--- config.mk ---
export PLATFORM = sky130hd
export DESIGN_NAME = serial_adder
export DESIGN_NICKNAME = d
export VERILOG_FILES = /design/src/rtl/serial_adder.sv
export SDC_FILE = /design/constraint.sdc
export NUM_CORES = 1
export LEC_CHECK = 0
export BUFFER_PORTS_ARGS = -buffer_cell sky130_fd_sc_hd__buf_2
export CORE_MARGIN = 5
export CORE_UTILIZATION = 54
export CTS_CLUSTER_SIZE = 40
export DETAILED_ROUTE_END_ITERATION = 16
export HOLD_SLACK_MARGIN = 0.03
export PLACE_DENSITY_LB_ADDON = 0.2
export SLEW_MARGIN = 10
export SYNTH_ARGS = -nofsm -noshare
export SYNTH_HDL_FRONTEND = slang
export SYNTH_SLANG_ARGS = --single-unit
--- constraint.sdc ---
create_clock -name clk -period 1.8 [get_ports clk]
set_input_delay 0.18 -clock clk [delete_from_list [all_inputs] [get_ports clk]]
set_output_delay 0.18 -clock clk [all_outputs]
set_load 0.1 [all_outputs]
--- src/rtl/serial_adder.sv ---
// serial_adder: digit-serial adder with valid/ready in and out handshakes.
// Define SERIAL_ADDER_SUB_EN to add the sub port (a - b mode).
module serial_adder #(
  parameter int WIDTH = 8,
  parameter int DIGIT = 1
) (
  input  logic             clk,
  input  logic             rst_n,
  input  logic             in_valid,
  output logic             in_ready,
  input  logic [WIDTH-1:0] a,
  input  logic [WIDTH-1:0] b,
  input  logic             carry_in,
`ifdef SERIAL_ADDER_SUB_EN
  input  logic             sub,
`endif
  output logic             out_valid,
  input  logic             out_ready,
  output logic [WIDTH-1:0] sum,
  output logic             carry_out,
  output logic             busy
);

  localparam int STEPS = WIDTH / DIGIT;
  localparam int CW    = (STEPS > 1) ? $clog2(STEPS) : 1;

  typedef enum logic [1:0] {
    IDLE,
    RUN,
    DONE
  } state_t;

  state_t           state;
  state_t           state_nx;
  logic [WIDTH-1:0] a_sh;
  logic [WIDTH-1:0] b_sh;
  logic [WIDTH-1:0] acc;
  logic [WIDTH-1:0] acc_nx;
  logic [WIDTH-1:0] dig_ext;
  logic [DIGIT:0]   dig_sum;
  logic             carry;
  logic [CW-1:0]    cnt;
  logic [WIDTH-1:0] b_ld;
  logic             c_ld;
  logic             accept;
  logic             last;
  logic             take;

`ifdef SERIAL_ADDER_SUB_EN
  // Subtract is a + ~b + 1; carry_out then means "no borrow".
  assign b_ld = sub ? ~b : b;
  assign c_ld = sub ? 1'b1 : carry_in;
`else
  assign b_ld = b;
  assign c_ld = carry_in;
`endif

  assign in_ready = (state == IDLE);
  assign busy     = (state != IDLE);
  assign accept   = in_valid && (state == IDLE);
  assign last     = (cnt == CW'(STEPS - 1));
  assign take     = out_ready && (state == DONE);

  always_comb begin
    dig_sum = {1'b0, a_sh[DIGIT-1:0]}
            + {1'b0, b_sh[DIGIT-1:0]}
            + {{DIGIT{1'b0}}, carry};
    dig_ext = WIDTH'(dig_sum[DIGIT-1:0]);
    // New digit enters at the MSB end so the LSB digit lands at bit 0.
    acc_nx  = (acc >> DIGIT) | (dig_ext << (WIDTH - DIGIT));
  end

  always_comb begin
    state_nx = state;
    unique case (1'b1)
      (state == IDLE): if (accept) state_nx = RUN;
      (state == RUN):  if (last) state_nx = DONE;
      (state == DONE): if (take) state_nx = IDLE;
      default:         state_nx = IDLE;
    endcase
  end

  always_ff @(posedge clk or negedge rst_n) begin
    if (!rst_n) begin
      state <= IDLE;
    end else begin
      state <= state_nx;
    end
  end

  always_ff @(posedge clk or negedge rst_n) begin
    if (!rst_n) begin
      a_sh  <= '0;
      b_sh  <= '0;
      acc   <= '0;
      carry <= 1'b0;
      cnt   <= '0;
    end else if (accept) begin
      a_sh  <= a;
      b_sh  <= b_ld;
      acc   <= '0;
      carry <= c_ld;
      cnt   <= '0;
    end else if (state == RUN) begin
      a_sh  <= a_sh >> DIGIT;
      b_sh  <= b_sh >> DIGIT;
      acc   <= acc_nx;
      carry <= dig_sum[DIGIT];
      cnt   <= cnt + CW'(1);
    end
  end

  // Result regs update only on the final digit so they hold between ops.
  always_ff @(posedge clk or negedge rst_n) begin
    if (!rst_n) begin
      out_valid <= 1'b0;
      sum       <= '0;
      carry_out <= 1'b0;
    end else if ((state == RUN) && last) begin
      out_valid <= 1'b1;
      sum       <= acc_nx;
      carry_out <= dig_sum[DIGIT];
    end else if (take) begin
      out_valid <= 1'b0;
    end
  end

endmodule
== Word-level counts from Yosys, hierarchy flattened ==
Index checks and enable logic that the tools add are counted.
W data, S select, Z words.

* Add/sub/neg operators: 3
* $mul: 0
* Divide/modulo/power cells: 0
* $lt $le $gt $ge: 0
* Equal/unequal tests: 6
* Shift-type cells: 0
* Mux-type cells: 16
* Bitwise operators: 1
* Reductions and logical operators: 8

{| class="wikitable"
|+ Operators with widths
! cell !! count
|-
| $mux W8 || 6
|-
| $or A7 B8 Y8 || 1
|-
| $mux W2 || 3
|-
| $mux W3 || 2
|-
| $pmux W2 S3 || 1
|-
| $reduce_bool A2 Y1 || 3
|-
| $mux W1 || 4
|-
| $ne A2 B2 Y1 const B || 2
|-
| $add A3 B1 Y3 const B || 1
|-
| $eq A3 B3 Y1 const B || 1
|-
| $logic_and A1 B1 Y1 || 3
|-
| $reduce_and A3 Y1 || 1
|-
| $add A1 B1 Y2 || 1
|-
| $add A2 B1 Y2 || 1
|-
| $eq A2 B1 Y1 const B || 1
|-
| $eq A2 B2 Y1 const B || 1
|-
| $logic_not A2 Y1 || 1
|-
| $ne A2 B1 Y1 const B || 1
|}

* Register bits after elaboration: 40
* Bits in latches: 0
* RAM bits: 0
* Memory bits (read-only): 0
* Bits of input ports: 21
* Output and inout port bits: 12
* Logic and storage cells: 43
* Memories: 0

== Logic depth before layout (Yosys ltp) ==
Gate-level depths: netlist (run 1).

* Depth in word-level cells: 5
* Gate-level depth with buffers: 5
* Depth with buffers taken out: 4

== Least setup slack after synthesis (run 1) ==
Ideal clock, no wire load.

* Kind: register -> output
* Start: register state[1]
* End: output port busy
* Arrival time: 2.819 ns
* Path slack: -1.199 ns
* Cell stages (with the launch flop): 4
* Cells stage by stage: dfrtp_1 buf_4 nor2_1 inv_1

* Cells in the longest elaborated chain, start to end: 1

{| class="wikitable"
|+ RTL lines
! what !! line !! source
|-
| start, declared || 33 || <nowiki>state_t state;</nowiki>
|-
| start signal, assigned || 87 || <nowiki>state <= state_nx;</nowiki>
|-
| $reduce_bool A2 Y1 || 59 || <nowiki>assign busy = (state != IDLE);</nowiki>
|-
| end, declared || 21 || <nowiki>output logic busy</nowiki>
|}

No other way between the ends.

== Final worst setup path (run 1) ==
* Start: register state[0]
* End: output port in_ready

* Cells in the longest elaborated chain, start to end: 1

{| class="wikitable"
|+ RTL lines
! what !! line !! source
|-
| $logic_not A2 Y1 || 58 || <nowiki>assign in_ready = (state == IDLE);</nowiki>
|-
| end, declared || 10 || <nowiki>output logic in_ready,</nowiki>
|}

No other way between the ends.

==> flow_metrics.env, run 1 <==
export IMPL_finalSetupViolCount=0
export IMPL_grt_pass1_wl_mm=5.80
export IMPL_synth_main_ff_cell="dfrtp_1"
export IMPL_hold_ws_ns=0.0818
export IMPL_synth_top_area_share_pct=57.4
export IMPL_leakage_uw=0.000958
export IMPL_chipWidth_um=66.1
export IMPL_crit_path_start_kind="register"
export IMPL_hold_path_depth=3
export IMPL_cts_buffers_inserted=5
export IMPL_syn_num_nets=167
export IMPL_drive_gt1_share_pct=33.7
export IMPL_clkSinkCount=39
export IMPL_synth_most_common_cell="dfrtp_1"
export IMPL_clockPowerShare_pct=14.1
export IMPL_ys_top_cells_by_area="dfrtp_1 57%, mux2_4 8.0%, o22ai_1 4.8%"
export IMPL_crit_type="reg -> out"
export IMPL_max_freq_mhz=609
export IMPL_clockRootBuffer="clkbuf_4"
export IMPL_firstDrtPassIters=4
export IMPL_syn_area_mm2=0.00170
export IMPL_post_place_ws_ns=0.262
export IMPL_yosys_top_cells_count="39 x dfrtp_1, 17 x nor2_1, 13 x a21oi_1, 13 x o22ai_1"
export IMPL_seq_power_share_pct=36.2
export IMPL_power_switching_uw=2020
export IMPL_max_slew_margin_pct=66.3
export IMPL_hold_path_endpoint="a_sh[7]"
export IMPL_synth_cell_types=29
export IMPL_maxCapViolCount=0
export IMPL_grt_use_total_pct=17.6
export IMPL_clk_pin_slew_worst_paths_ns=0.12
export IMPL_p_int_uw=2310
export IMPL_cts_tree="built"
export IMPL_drc_errors=0
export IMPL_antenna_found_initial=0
export IMPL_drtIter0Drc=60
export IMPL_rsz0062_at_grt="false"
export IMPL_core_area_mm2=0.00303
export IMPL_yosys_register_bits=39
export IMPL_ys_warn_count=0
export IMPL_start_util_pct=56.1
export IMPL_synth_edf_count=0
export IMPL_port_buffers=32
export IMPL_final_area_mm2=0.00201
export IMPL_tightest_slew_ns=0.506
export IMPL_crit_fanout=14
export IMPL_async_reset_ff_share_pct=100
export IMPL_setup_ws_ns=0.159
export IMPL_ios=33
export IMPL_finalCritPeriodShare_pct=91.2
export IMPL_required_ns=1.62
export IMPL_dieArea_mm2=0.00437
export IMPL_period_needed_ns=1.64
export IMPL_routed_via_density=5.40
export IMPL_r2r_end="b_sh[5]"
export IMPL_place_inst=215
export IMPL_hp_start="a[7]"
export IMPL_power_density_mw_per_mm2=2160
export IMPL_seq_area_frac_synth_pct=57.4
export IMPL_placed_area_mm2=0.00190
export IMPL_arrival_ns=1.46
export IMPL_grt_pass1_vias=1237
export IMPL_p_comb_share_pct=49.7
export IMPL_grt_max_degree=40
export IMPL_vias=1215
export IMPL_place_gp_congestion=0.740
export IMPL_reg2regPathDepth=3
export IMPL_synthCells=143
export IMPL_final_cells=225
export IMPL_diodes=0
export IMPL_synth_top_area_cell="dfrtp_1"
export IMPL_route_detailed_wl_per_inst_um=14.3
export IMPL_ant_nets=0
export IMPL_htree_levels=2
export IMPL_clock_latency_ns=0.34
export IMPL_overflow=0
export IMPL_post_cts_buffers=0
export IMPL_nFillCells=245
export IMPL_skew_ns=0.0107
export IMPL_postSynthAreaPerCell_um2=11.9
export IMPL_status="completed"
export IMPL_dpl_hpwl_mm=2.27
export IMPL_cp_end_kind="primary output"
export IMPL_hold_class="in -> reg"
export IMPL_rows=20
export IMPL_maxSlewViolCount=0
export IMPL_syn2layout_area_growth_pct=18.3
export IMPL_reg2reg_from="state[0]"
export IMPL_swShare_pct=46.7
export IMPL_wl_mm=3.21
export IMPL_reg2reg_slack_ns=0.32
export IMPL_vdd_drop_max_v=0.000884
export IMPL_die_h_um=66.1
export IMPL_final_hold_viol_count=0
export IMPL_nets=204
export IMPL_cts_buffer_depth=2
flip-flops by register name, indices dropped and copies added (netlist names):
| name | cells |
|---|---|
| carry | 1 |
| b_sh | 8 |
| carry_out | 1 |
| a_sh | 8 |
| acc | 7 |
| sum | 8 |
| out_valid | 1 |
| cnt | 3 |
| state | 2 |
per-layer routing:
metal	vias up	routed length (um)	track usage [%]
met5	-	0	0
li1	592	-	-
met1	591	1440	22.0
met4	0	26	6.85
met3	2	204	5.95
met2	30	1540	28.1
what timing repair did:
item | 4_1_cts | 5_1_grt
hold endpoints to repair | 40 | 0
hold buffers | 2 | 0
gates resized for setup | 0 | 2
endpoints found under the setup margin | 0 | 2
cell families after synthesis:
kind of cell	synth area share (%)
DFF	57.4
adders and majority gates	2.65
buffers and inverters	3.83
AOI/OAI and AO/OA	17.3
and+or+nand+nor	10.8
muxes	7.95
layout make-up:
class                           count  area, um2  share of cell area (%)
Tap cell                           44       55.1                    2.74
Inverter                            4       15.0                   0.747
Multi-Input combinational cell     92        666                    33.1
Clock buffer                        6       51.3                    2.55
Timing Repair Buffer               38        210                    10.5
Sequential cell                    39        978                    48.7
Clock inverter                      2       35.0                    1.74
critical path: stages (launching register included):
cell and delay, ns:
dfrtp_2 0.53, nor2_4 0.15, buf_2 0.43
worst max-delay path by stage:
| stage | startpoint | to | slack [ns] | depth (start not counted) |
|---|---|---|---|---|
| finish | state[0] | in_ready | 0.16 | 2 |
| global route | state[0] | in_ready | 0.07 | 2 |
| CTS | state[0] | busy | 0.06 | 3 |
| detailed placement | state[0] | sum[5] | 0.26 | 3 |
| global placement | state[0] | sum[7] | 0.31 | 3 |
| floorplan | state[0] | busy | -0.03 | 3 |
power groups by stage:
stage	registers, uW	logic [uW]	clock network (uW)
after CTS	1570	2180	622
after global routing	1630	2320	669
after global placement	1560	2120	0
after floorplan	2250	1130	0
final	1570	2150	613
after detailed placement	1580	2170	0
placed cells by master (no fill, tap or decap), drive strengths merged:
| master | instances |
|---|---|
| or2 | 1 |
| a22oi | 1 |
| clkbuf | 6 |
| a22o | 9 |
| mux2 | 9 |
| fa | 1 |
| clkinv | 3 |
| nor2b | 1 |
| dlygate4sd3 | 2 |
| o21bai | 1 |
| a21oi | 13 |
| o31ai | 1 |
| o21ai | 2 |
| o22ai | 13 |
| nor4b | 2 |
| a32oi | 1 |
| bufinv | 1 |
| nor3 | 6 |
| o32ai | 2 |
| ha | 2 |
| dfrtp | 39 |
| nand2b | 2 |
| nor2 | 17 |
| o21ba | 1 |
| nand2 | 7 |
| buf | 36 |
| inv | 2 |
stage by stage:
step / utilization, % / setup TNS (ns) / power [uW]
after floorplan: - / -0.0348 / 3380
after global placement: 62.8 / 0 / 3690
after detailed placement: 62.8 / 0 / 3760
after CTS: 66.3 / 0 / 4370
after global routing: 66.4 / 0 / 4620
final: 66.4 / 0 / 4340
(Power assumes the default switching activity.)
==> inputs of run 2 (changes only) <==
--- a/config.mk
+++ b/config.mk
@@ -6,8 +6,10 @@
 export NUM_CORES = 1
 export LEC_CHECK = 0
 export BUFFER_PORTS_ARGS = -buffer_cell sky130_fd_sc_hd__buf_2
+export CELL_PAD_IN_SITES_DETAIL_PLACEMENT = 0
+export CELL_PAD_IN_SITES_GLOBAL_PLACEMENT = 1
 export CORE_MARGIN = 5
-export CORE_UTILIZATION = 54
+export CORE_UTILIZATION = 42
 export CTS_CLUSTER_SIZE = 40
 export DETAILED_ROUTE_END_ITERATION = 16
 export HOLD_SLACK_MARGIN = 0.03
==> flow_metrics.env, run 2 (synthesized netlist as in run 1, its figures left out) <==
export IMPL_status="completed"
export IMPL_syn2layout_area_growth_pct=20.5
export IMPL_tightest_slew_ns=0.563
export IMPL_crit_path_start_kind="register"
export IMPL_crit_fanout=8
export IMPL_hold_path_endpoint="state[1]"
export IMPL_crit_type="reg -> out"
export IMPL_chipWidth_um=73.6
export IMPL_rsz0062_at_grt="false"
export IMPL_diodes=0
export IMPL_core_area_mm2=0.00397
export IMPL_ios=33
export IMPL_grt_pass1_wl_mm=5.83
export IMPL_drc_errors=0
export IMPL_wl_mm=3.48
export IMPL_layout_common_cells="39 x dfrtp_1, 32 x buf_2, 16 x nor2_1"
export IMPL_grt_max_degree=40
export IMPL_setup_ws_ns=0.106
export IMPL_cts_hold_repair_buffers=1
export IMPL_reg2reg_slack_ns=0.34
export IMPL_reg2reg_from="cnt[0]"
export IMPL_maxSlewViolCount=0
export IMPL_dieArea_mm2=0.00542
export IMPL_route_detailed_wl_per_inst_um=15.0
export IMPL_grt_pass1_vias=1259
export IMPL_power_density_mw_per_mm2=2190
export IMPL_post_cts_buffers=0
export IMPL_arrival_ns=1.51
export IMPL_drive_gt1_share_pct=33.5
export IMPL_vias=1233
export IMPL_clk_pin_slew_worst_paths_ns=0.08
export IMPL_maxCapViolCount=0
export IMPL_max_slew_margin_pct=62.5
export IMPL_leakage_uw=0.000975
export IMPL_dpl_hpwl_mm=2.43
export IMPL_required_ns=1.62
export IMPL_final_common_cell="dfrtp_1"
export IMPL_grt_use_total_pct=14.1
export IMPL_period_needed_ns=1.69
export IMPL_htree_levels=2
export IMPL_finalSetupViolCount=0
export IMPL_reg2regPathDepth=4
export IMPL_place_gp_congestion=0.770
export IMPL_antenna_found_initial=0
export IMPL_cts_resized=0
export IMPL_max_freq_mhz=590
export IMPL_final_hold_viol_count=0
export IMPL_clkSinkCount=39
export IMPL_final_util_pct=51.5
export IMPL_clock_latency_ns=0.30
export IMPL_vdd_drop_max_v=0.000739
export IMPL_die_h_um=73.6
export IMPL_cts_buffers_inserted=5
export IMPL_port_buffers=32
export IMPL_cts_buffer_depth=2
export IMPL_cp_end_kind="primary output"
export IMPL_hold_class="in -> reg"
export IMPL_nets=205
export IMPL_finalCritPeriodShare_pct=94.1
export IMPL_firstDrtPassIters=5
export IMPL_overflow=0
export IMPL_hold_path_depth=2
export IMPL_routed_via_density=5.31
export IMPL_hp_start="out_ready"
export IMPL_clockRootBuffer="clkbuf_8"
export IMPL_ant_nets=0
export IMPL_start_util_pct=42.8
export IMPL_drtIter0Drc=38
export IMPL_rows=23
export IMPL_post_place_ws_ns=0.350
export IMPL_skew_ns=0.00866
export IMPL_r2r_end="sum[6]"
export IMPL_cts_tree="built"
export IMPL_reg_top3="a_sh: 8 flops, b_sh: 8 flops, sum: 8 flops"
==> run 2: changes by cell type in the layout (fill, tap and decap cells not counted), sizes merged <==
cell	delta
clkbuf	-1
clkinv	+1
buf	+2
dlygate4sd3	-1
==> run 2: metrics by stage <==
step | hold WS [ns] | area, um2 | TNS, ns | instances | power [uW]
after floorplan | -0.116 | 1710 | -0.0348 | 143 | 3380
after global placement | 0.262 | 1920 | 0 | 223 | 3730
after detailed placement | 0.262 | 1920 | 0 | 223 | 3800
after CTS | 0.0603 | 2050 | 0 | 232 | 4540
after global routing | 0.0610 | 2050 | 0 | 232 | 4760
final | 0.0630 | 2050 | 0 | 232 | 4480
==> run 2: power breakdown <==
group	internal [uW]	switching (uW)	total, uW
sequential	1280	281	1560
combinational	722	1470	2200
clock	412	313	725
==> run 2: routing by layer <==
metal	global-route usage, %	share of wire (%)
met5	0	0
met4	4.83	1.6
met3	3.83	5.0
met2	24.0	50
met1	17.1	43
==> run 2: worst max-delay path, stage by stage (launching register included) <==
cell	delay, ns
dfrtp_1	0.46
buf_4	0.20
nor2_4	0.11
buf_2	0.44
==> run 2: worst max-delay path by stage <==
stage,from,to,slack [ns],cells after the start
floorplan,state[0],busy,-0.03,3
global placement,cnt[0],sum[7],0.39,4
detailed placement,cnt[0],sum[7],0.35,4
CTS,state[0],in_ready,0.09,3
global route,state[0],busy,0.04,4
finish,state[0],in_ready,0.11,3
==> run 2: layout make-up <==
type / instances / area [um2]
repair buffers: 39 / 215
flip-flops and latches: 39 / 976
fillers: 370 / 1920
well taps: 50 / 62.6
clock buffers: 5 / 68.8
multi-input cells: 92 / 666
inverters: 4 / 15.0
clock inverters: 3 / 43.8
